===== src/rtl/sample_feeder13_if.sv =====
// Sample element type and the upstream sample handshake bundle for sample_feeder13.
package sample_feeder13_pkg;
    // Unsigned fraction in [0,1): value = code / 256, so 8'h80 is 0.5.
    typedef logic [7:0] zero2one_t;
endpackage

interface sample_feeder13_if #(
    parameter int N = 16,
    parameter int M = 13
);
    import sample_feeder13_pkg::*;

    logic                  s_valid;
    logic                  s_ready;
    logic                  s_learn;
    zero2one_t [N-1:0]     s_in;
    zero2one_t [M-1:0]     s_expected;

    modport master (output s_valid, s_learn, s_in, s_expected, input s_ready);
    modport slave  (input s_valid, s_learn, s_in, s_expected, output s_ready);
endinterface


===== src/rtl/sample_feeder13.sv =====
// Queues training samples and issues them to the learning layer one at a time, SETTLE idle cycles apart.
// Optional SAMPLE_FEEDER_STATS_EN adds saturating issued/learn pulse counters.
module sample_feeder13
    import sample_feeder13_pkg::*;
#(
    parameter int N      = 16,
    parameter int M      = 13,
    parameter int DEPTH  = 4,
    parameter int SETTLE = 2
) (
    input  logic                    clock,
    input  logic                    reset,
    sample_feeder13_if.slave        s,
    input  logic                    flush,
    output logic                    valid,
    output logic                    learn,
    output zero2one_t [N-1:0]       in,
    output zero2one_t [M-1:0]       expected_out,
    output logic                    busy,
    output logic [$clog2(DEPTH):0]  level
`ifdef SAMPLE_FEEDER_STATS_EN
    ,
    output logic [15:0]             issued_count,
    output logic [15:0]             learn_count
`endif
);
    localparam int               AW        = $clog2(DEPTH);
    localparam logic [AW:0]      FULL      = DEPTH[AW:0];
    localparam logic [3:0]       WAIT_LAST = (SETTLE > 0) ? 4'(SETTLE - 1) : 4'd0;

    typedef struct packed {
        logic              lrn;
        zero2one_t [N-1:0] vec;
        zero2one_t [M-1:0] tgt;
    } sample_t;

    typedef enum logic [1:0] {IDLE, ISSUE, WAIT} state_t;

    sample_t         mem [DEPTH];
    logic [AW-1:0]   wr_ptr, rd_ptr;
    state_t          state, state_nxt;
    logic [3:0]      wait_cnt, wait_cnt_nxt;
    logic            lrn_q;
    logic            push, pop;

    // Ready looks only at registered occupancy, so a full FIFO refuses even while popping.
    assign s.s_ready = (level != FULL) && !flush && !reset;
    assign push      = s.s_valid && s.s_ready;
    assign busy      = (level != '0) || (state != IDLE);

    always_comb begin
        state_nxt    = state;
        wait_cnt_nxt = wait_cnt;
        pop          = 1'b0;
        valid        = 1'b0;
        learn        = 1'b0;
        case (state)
            IDLE: if (level != '0 && !flush) begin
                pop       = 1'b1;
                state_nxt = ISSUE;
            end
            ISSUE: begin
                valid        = 1'b1;
                learn        = lrn_q;
                wait_cnt_nxt = '0;
                state_nxt    = (SETTLE > 0) ? WAIT : IDLE;
            end
            WAIT: begin
                if (wait_cnt == WAIT_LAST) state_nxt = IDLE;
                else                       wait_cnt_nxt = wait_cnt + 4'd1;
            end
            default: state_nxt = IDLE;
        endcase
        if (flush) begin
            state_nxt    = IDLE;
            wait_cnt_nxt = '0;
        end
    end

    always_ff @(posedge clock) begin
        if (reset) begin
            state    <= IDLE;
            wait_cnt <= '0;
        end else begin
            state    <= state_nxt;
            wait_cnt <= wait_cnt_nxt;
        end
    end

    always_ff @(posedge clock) begin
        if (reset || flush) begin
            wr_ptr <= '0;
            rd_ptr <= '0;
            level  <= '0;
        end else begin
            if (push) wr_ptr <= wr_ptr + 1'b1;
            if (pop)  rd_ptr <= rd_ptr + 1'b1;
            level <= level + {{AW{1'b0}}, push} - {{AW{1'b0}}, pop};
        end
    end

    always_ff @(posedge clock) begin
        if (push) mem[wr_ptr] <= '{lrn: s.s_learn, vec: s.s_in, tgt: s.s_expected};
    end

    // Issued vectors are held until the next pop; flush leaves them alone.
    always_ff @(posedge clock) begin
        if (reset) begin
            lrn_q        <= 1'b0;
            in           <= '0;
            expected_out <= '0;
        end else if (pop) begin
            lrn_q        <= mem[rd_ptr].lrn;
            in           <= mem[rd_ptr].vec;
            expected_out <= mem[rd_ptr].tgt;
        end
    end

`ifdef SAMPLE_FEEDER_STATS_EN
    always_ff @(posedge clock) begin
        if (reset) begin
            issued_count <= '0;
            learn_count  <= '0;
        end else begin
            if (valid && issued_count != 16'hFFFF) issued_count <= issued_count + 16'd1;
            if (learn && learn_count  != 16'hFFFF) learn_count  <= learn_count + 16'd1;
        end
    end
`endif

endmodule


===== src/flat_wrapper.sv =====
// flat-port wrapper written by rule: the top's interface ports become plain ports
module sample_feeder13_flat import sample_feeder13_pkg::*;
#(
    parameter int N      = 16,
    parameter int M      = 13,
    parameter int DEPTH  = 4,
    parameter int SETTLE = 2
)
  (clock, reset, flush, valid, learn, in, expected_out, busy, level, s_s_valid, s_s_learn, s_s_in, s_s_expected, s_s_ready);
  sample_feeder13_if #(.N(N), .M(M)) s_i ();
  input  logic clock;
  input  logic reset;
  input  logic flush;
  output logic valid;
  output logic learn;
  output zero2one_t [N-1:0] in;
  output zero2one_t [M-1:0] expected_out;
  output logic busy;
  output logic [$clog2(DEPTH):0] level;
  input wire logic [$bits(s_i.s_valid)-1:0] s_s_valid;
  input wire logic [$bits(s_i.s_learn)-1:0] s_s_learn;
  input wire logic [$bits(s_i.s_in)-1:0] s_s_in;
  input wire logic [$bits(s_i.s_expected)-1:0] s_s_expected;
  output wire logic [$bits(s_i.s_ready)-1:0] s_s_ready;
  assign s_i.s_valid = s_s_valid;
  assign s_i.s_learn = s_s_learn;
  assign s_i.s_in = s_s_in;
  assign s_i.s_expected = s_s_expected;
  assign s_s_ready = s_i.s_ready;
  sample_feeder13 #(.N(N), .M(M), .DEPTH(DEPTH), .SETTLE(SETTLE)) u_core (.clock(clock), .reset(reset), .s(s_i), .flush(flush), .valid(valid), .learn(learn), .in(in), .expected_out(expected_out), .busy(busy), .level(level));
endmodule

===== config.mk =====
export PLATFORM = sky130hd
export DESIGN_NAME = sample_feeder13_flat
export DESIGN_NICKNAME = d
export VERILOG_FILES = /design/src/rtl/sample_feeder13_if.sv /design/src/rtl/sample_feeder13.sv /design/src/flat_wrapper.sv
export SDC_FILE = /design/constraint.sdc
export NUM_CORES = 1
export LEC_CHECK = 0
export CAP_MARGIN = 20
export CORE_MARGIN = 1.5
export CORE_UTILIZATION = 56
export DETAILED_ROUTE_END_ITERATION = 10
export PLACE_DENSITY = 0.79
export SYNTH_ARGS = -nofsm -noshare
export SYNTH_HDL_FRONTEND = slang
export SYNTH_SLANG_ARGS = --single-unit

===== constraint.sdc =====
create_clock -name clock -period 11.62 [get_ports clock]
set_clock_uncertainty 0.15 [all_clocks]
set_input_delay 2.905 -clock clock [delete_from_list [all_inputs] [get_ports clock]]
set_output_delay 2.905 -clock clock [all_outputs]
set_load 0.02 [all_outputs]

==> results.json <==
{
  "fin_crit_ns": 7.718,
  "r2r_start": "u_core.rd_ptr[0]",
  "h-tree-depth": 3,
  "postRouteAntennaNets": 0,
  "clockBufferDepth": 3,
  "fin_crit_sh_pct": 66.42,
  "grt_first_pass_wirelength_um": 150600,
  "routed_wl_um": 100100,
  "tns_ns": 0,
  "cts_setup_buffers": 0,
  "fmax_mhz": 129.6,
  "worst_pin_slew_ns": 1.142,
  "syn_area_um2": 42960,
  "startpoint": "flush",
  "crit_path_cell_trace": "clkdlybuf4s50_1 > nor2_1 > and2_1 > clkdlybuf4s50_1",
  "grt_max_degree": 117,
  "layout_commonest_cell": "edfxtp_1",
  "grt_remaining_overflow": 0,
  "dpl-instance-area_um2": 48480,
  "vdd_drop_max_mv": 0.1309,
  "rsz0062_at_grt": "false",
  "drtIter0Drc": 2259,
  "worstPathRequired_ns": 8.57,
  "gp_congestion": 0.7818,
  "grt_pass1_vias": 24615,
  "dpl.hpwl_um": 54460,
  "antenna_found_initial": 30,
  "synth_area_per_cell_um2": 18.18,
  "drive_above_1_share_pct": 16.08,
  "ys.warnings.count": 0,
  "cts_resized": 0,
  "hold_end": "u_core.expected_out[56]",
  "ios": 476,
  "post-route-cell-area_um2": 52530,
  "netlist_instances": 2363,
  "whs_path_depth": 2,
  "r2r_end": "u_core.expected_out[37]",
  "hp-class": "reg -> reg",
  "grt_util_all_layers_pct": 25.54,
  "synth_top_area_share_pct": 65.14,
  "critPathKind": "in -> out",
  "cp_common_cell": "clkdlybuf4s50_1",
  "ys_ff_latch": 1178,
  "path_max_fanout": 6,
  "power_leakage_nw": 16.13,
  "start_util_pct": 56.57,
  "critPathMaxStageDelay_ns": 0.60,
  "vias": 23882,
  "die_h_um": 280.0,
  "run_status": "finished clean",
  "slew_violations": 0,
  "cts_tree": "yes",
  "reg2reg_depth": 5,
  "end_kind": "output port",
  "wl_per_cell_um": 25.32,
  "crit_slowest_cell": "clkdlybuf4s50_1",
  "most-common-layout-cells": "932 x edfxtp_1, 474 x clkdlybuf4s50_1, 244 x dfxtp_1",
  "p_per_area_nw_per_um2": 169.8,
  "clock_latency_ns": 0.65,
  "dieArea_um2": 78390,
  "reg2reg_slack_ns": 7.90,
  "slew_headroom_pct": 23.86,
  "syn_to_final_growth_pct": 22.26,
  "die_w_um": 280.0,
  "min_from": "u_core.expected_out[56]",
  "path_clk_slew_ns": 0.06,
  "max_cap_viol_count": 0,
  "via_per_inst": 6.041,
  "rows": 101,
  "synthTopCellsByArea": "edfxtp_1 65%, mux4_2 12%, dfxtp_1 11%",
  "critPathArrivalTime_ns": 4.66,
  "drc": 0,
  "finalHoldViolCount": 0,
  "setup_viol": 0,
  "cts_num_sinks": 1178,
  "ys_types": 36,
  "fin_nets": 3049,
  "synth.largest_area_cell": "edfxtp_1",
  "cts_inserted_buffers": 115,
  "post_layout_nonfiller_instances": 3953,
  "start_kind": "input port",
  "drt_pass1_iterations": 5,
  "hold_buffers": 0,
  "placed_cells": 3715,
  "clock-root-buffer": "clkbuf_16",
  "numPortBuffers": 475,
  "core_area_um2": 75950,
  "syn-num-nets": 2609,
  "ys_seq_area_share_pct": 76.61
}
-- critical path, delay by kind of cell --
kind	cells	cell delay [ns]
AND/OR/NAND/NOR	2	0.63
buffers and inverters	2	1.12
-- final cells by class --
type / count / area [um2]
clock buffers: 170 / 3418
diodes: 18 / 45.04
inverters: 10 / 37.54
multi-input cells: 992 / 9216
fillers: 4686 / 23420
clock inverters: 49 / 556.8
well taps: 1030 / 1289
repair buffers: 506 / 5046
flip-flops and latches: 1178 / 32920
-- metal layers --
layer / share of wire, % / vias up / track usage (%) / wire length, um
met3: 7.8 / 174 / 5.896 / 7810
met2: 51 / 951 / 41.62 / 50570
met4: 3.0 / 26 / 9.605 / 2998
met5: 0.17 / - / 0 / 166
li1: - / 10364 / - / -
met1: 39 / 12367 / 33.86 / 38530
-- registers in the layout (all words and copies together), names as in the netlist --
signal,count
u_core.in,128
u_core.rd_ptr,2
u_core.state,2
u_core.mem,932
u_core.wr_ptr,2
u_core.lrn_q,1
u_core.wait_cnt,4
u_core.level,3
u_core.expected_out,104
-- power breakdown --
part | total [mW] | internal (mW) | switching (mW)
registers | 4.64 | 4.61 | 0.0281
clock network | 3.81 | 2.26 | 1.54
logic | 0.471 | 0.188 | 0.283
total | 8.92 | 7.06 | 1.86
-- cells in the mapped netlist --
cell      number
nor3_2         1
a211oi_1       1
buf_4         15
or3_1          4
o31ai_1        1
or2_2          1
o21a_1         1
a31o_2         1
buf_2         50
inv_1         10
mux4_2       233
nand4b_1       1
or4_1          3
nor3b_1        1
a21oi_1      236
mux2i_1        2
or3b_2         1
nor3_1         3
dfxtp_1      246
nand2_1        2
buf_6          3
nor2_1         5
xor2_1         1
nor4_1         1
fa_1           1
clkbuf_1     104
buf_1         11
a31oi_1        1
o21ai_0      235
o211ai_1       1
ha_1           8
nand2b_1       2
edfxtp_1     932
and2_1         8
nand3_1      236
and3_1         1
-- logic make-up after synthesis --
kind of cell | share of synthesized area [%]
flops | 76.61
compound gates | 5.592
simple gates | 3.227
mux | 12.26
buf+inv | 2.015
fa+ha+maj | 0.2796
xor+xnor | 0.02039
-- stage by stage --
step	power, mW	worst slack [ns]	util, %	hold slack (ns)
after CTS	8.977	3.898	69.07	0.3254
after floorplan	4.955	1.810	-	0.2991
after detailed placement	5.200	3.904	63.83	0.3172
after global placement	5.183	3.913	63.83	0.3117
final	8.917	3.902	69.16	0.3244
after global routing	9.178	3.819	69.15	0.3445
-- worst max-delay path by stage --
| stage | endpoint | slack (ns) |
|---|---|---|
| floorplan | u_core.mem[0][0] | 1.81 |
| global placement | s_s_ready | 3.91 |
| detailed placement | s_s_ready | 3.90 |
| CTS | s_s_ready | 3.90 |
| global route | s_s_ready | 3.82 |
| finish | s_s_ready | 3.90 |
Note: power is estimated with default switching activity, not from simulation.
==> patch: new RTL, config.mk and constraints unchanged <==
`DEPTH` is set to 4 in 2 places; all go to 8.
--- a/src/rtl/sample_feeder13.sv
+++ b/src/rtl/sample_feeder13.sv
@@ -7,3 +7,3 @@
     parameter int M      = 13,
-    parameter int DEPTH  = 4,
+    parameter int DEPTH  = 8,
     parameter int SETTLE = 2
--- a/src/flat_wrapper.sv
+++ b/src/flat_wrapper.sv
@@ -5,3 +5,3 @@
     parameter int M      = 13,
-    parameter int DEPTH  = 4,
+    parameter int DEPTH  = 8,
     parameter int SETTLE = 2
Interface: changed (resized level); port bits go from 476 to 477. The function was not compared with the original's and may differ.
==> patch against the original RTL <==
Sequential cell count grew 935; power grew 110%; synthesized area grew 81%; non-clock buffer count grew 20; setup slack gained 0.055 ns; sequential share of layout area grew 4.4 points; combinational power grew to 7.3 times the old value; cell area grew 73%; largest power group unchanged; final cell count grew 54%; routed wire length grew 68%; worst hold slack gained 0.019 ns; global-route usage shrank 1.5 points.
==> patch: results <==
pwr:
  ir_drop_mv: 0.2298
  p_leak_nw: 27.95
cts:
  cts_buffers: 197
  htree_levels: 4
  cts_setup_buffers: 0
  clkTransAtPathRegs_ns: 0.06
  insertion_delay_ns: 0.82
global_routing:
  grt_first_pass_wirelength_mm: 251.2
  grt.total_usage: 0.2401
  grt_max_degree: 137
  first_global_vias: 39630
  antenna_found_initial: 35
synth:
  synth_top_cells_by_area: "edfxtp_1, mux4_2, dfxtp_1"
  synth_xor_area_frac: 0.0006741
  synth_compound_area_frac: 0.01920
  synth_edf_count: 1864
  syn-num-nets: 3826
  synth_common_cells: "edfxtp_1, mux4_2, dfxtp_1"
  synth_mux_area_frac: 0.1348
  synth_seq_area_share: 0.7820
  ys_types: 35
  synth-adder-area-share: 0.001862
placement:
  port_buffers: 476
  gp_congestion: 0.7110
  placedInstanceArea_um2: 84300
  dp_hpwl_mm: 85.91
drt:
  wl_per_cell_um: 27.66
  viasPerCell: 6.214
  drt-initial-drc-count: 3635
critical_path:
  cp_data_arrival_time_ns: 4.61
timing:
  worst_pin_slew_ns: 1.203
final_layout:
  fillers: 8489
  finalNetCount: 4343
  drive_gt1_frac: 0.2388
  stdcell_area_um2: 90850
outcome:
  outcome: "complete, no violations"
worst_hold_path:
  holdCritPathClass: "flip-flop to flip-flop"
-- patch: cell type report --
type / instances / area share
Timing Repair Buffer: 526 / 0.05938
Inverter: 9 / 0.0003718
Antenna cell: 19 / 0.0005233
Sequential cell: 2113 / 0.6710
Multi-Input combinational cell: 1248 / 0.1724
Tap cell: 1794 / 0.02471
Clock buffer: 287 / 0.06155
Clock inverter: 88 / 0.01005
-- patch: worst paths after layout --
check	endpoint	from	cells past startpoint	slack (ns)
setup / recovery	s_s_ready	flush	4	3.96
hold / removal	u_core.in[28]	u_core.in[28]	2	0.34
setup reg to reg	u_core.expected_out[67]	u_core.rd_ptr[2]	6	7.43
hold reg to reg	u_core.in[28]	u_core.in[28]	2	0.34
-- patch: worst max-delay path, stage by stage --
cell and delay (ns):
clkdlybuf4s50_1 0.54, nor2_1 0.34, and2_1 0.18, clkdlybuf4s50_1 0.63
-- patch: per-layer routing --
| metal | global-route usage | vias to the layer above | share of wire |
|---|---|---|---|
| met5 | 0 | - | 0.0017 |
| met2 | 0.3888 | 1693 | 0.49 |
| li1 | - | 15870 | - |
| met1 | 0.3339 | 19910 | 0.40 |
| met4 | 0.06634 | 46 | 0.020 |
| met3 | 0.05267 | 287 | 0.082 |
-- patch: cell families (layout without fill, tap and decap cells) --
logic type / after synthesis / in the layout
and+or+nand+nor: 524 / 524
other: 0 / 19
AOI/OAI and AO/OA: 240 / 240
buffers and inverters: 217 / 910
DFF: 2113 / 2113
xor gates and xnor gates: 6 / 6
muxes: 467 / 467
adders and majority gates: 11 / 11
-- patch: power breakdown --
| group | total [W] | internal, W | switching, W |
|---|---|---|---|
| clock | 0.00638 | 0.00364 | 0.00273 |
| sequential | 0.00918 | 0.00875 | 0.000429 |
| combinational | 0.00342 | 0.00143 | 0.00199 |
-- patch: metrics by stage --
stage | total power (W) | setup WS, ns | cells | TNS (ns) | utilization
after floorplan | 0.01125 | -2.964 | 3578 | -3808.72 | -
after global placement | 0.01263 | 3.918 | 5690 | 0 | 0.6116
after detailed placement | 0.01272 | 3.955 | 5690 | 0 | 0.6116
after CTS | 0.01909 | 3.927 | 6065 | 0 | 0.6588
after global routing | 0.01963 | 3.888 | 6069 | 0 | 0.6589
final | 0.01897 | 3.957 | 6084 | 0 | 0.6592
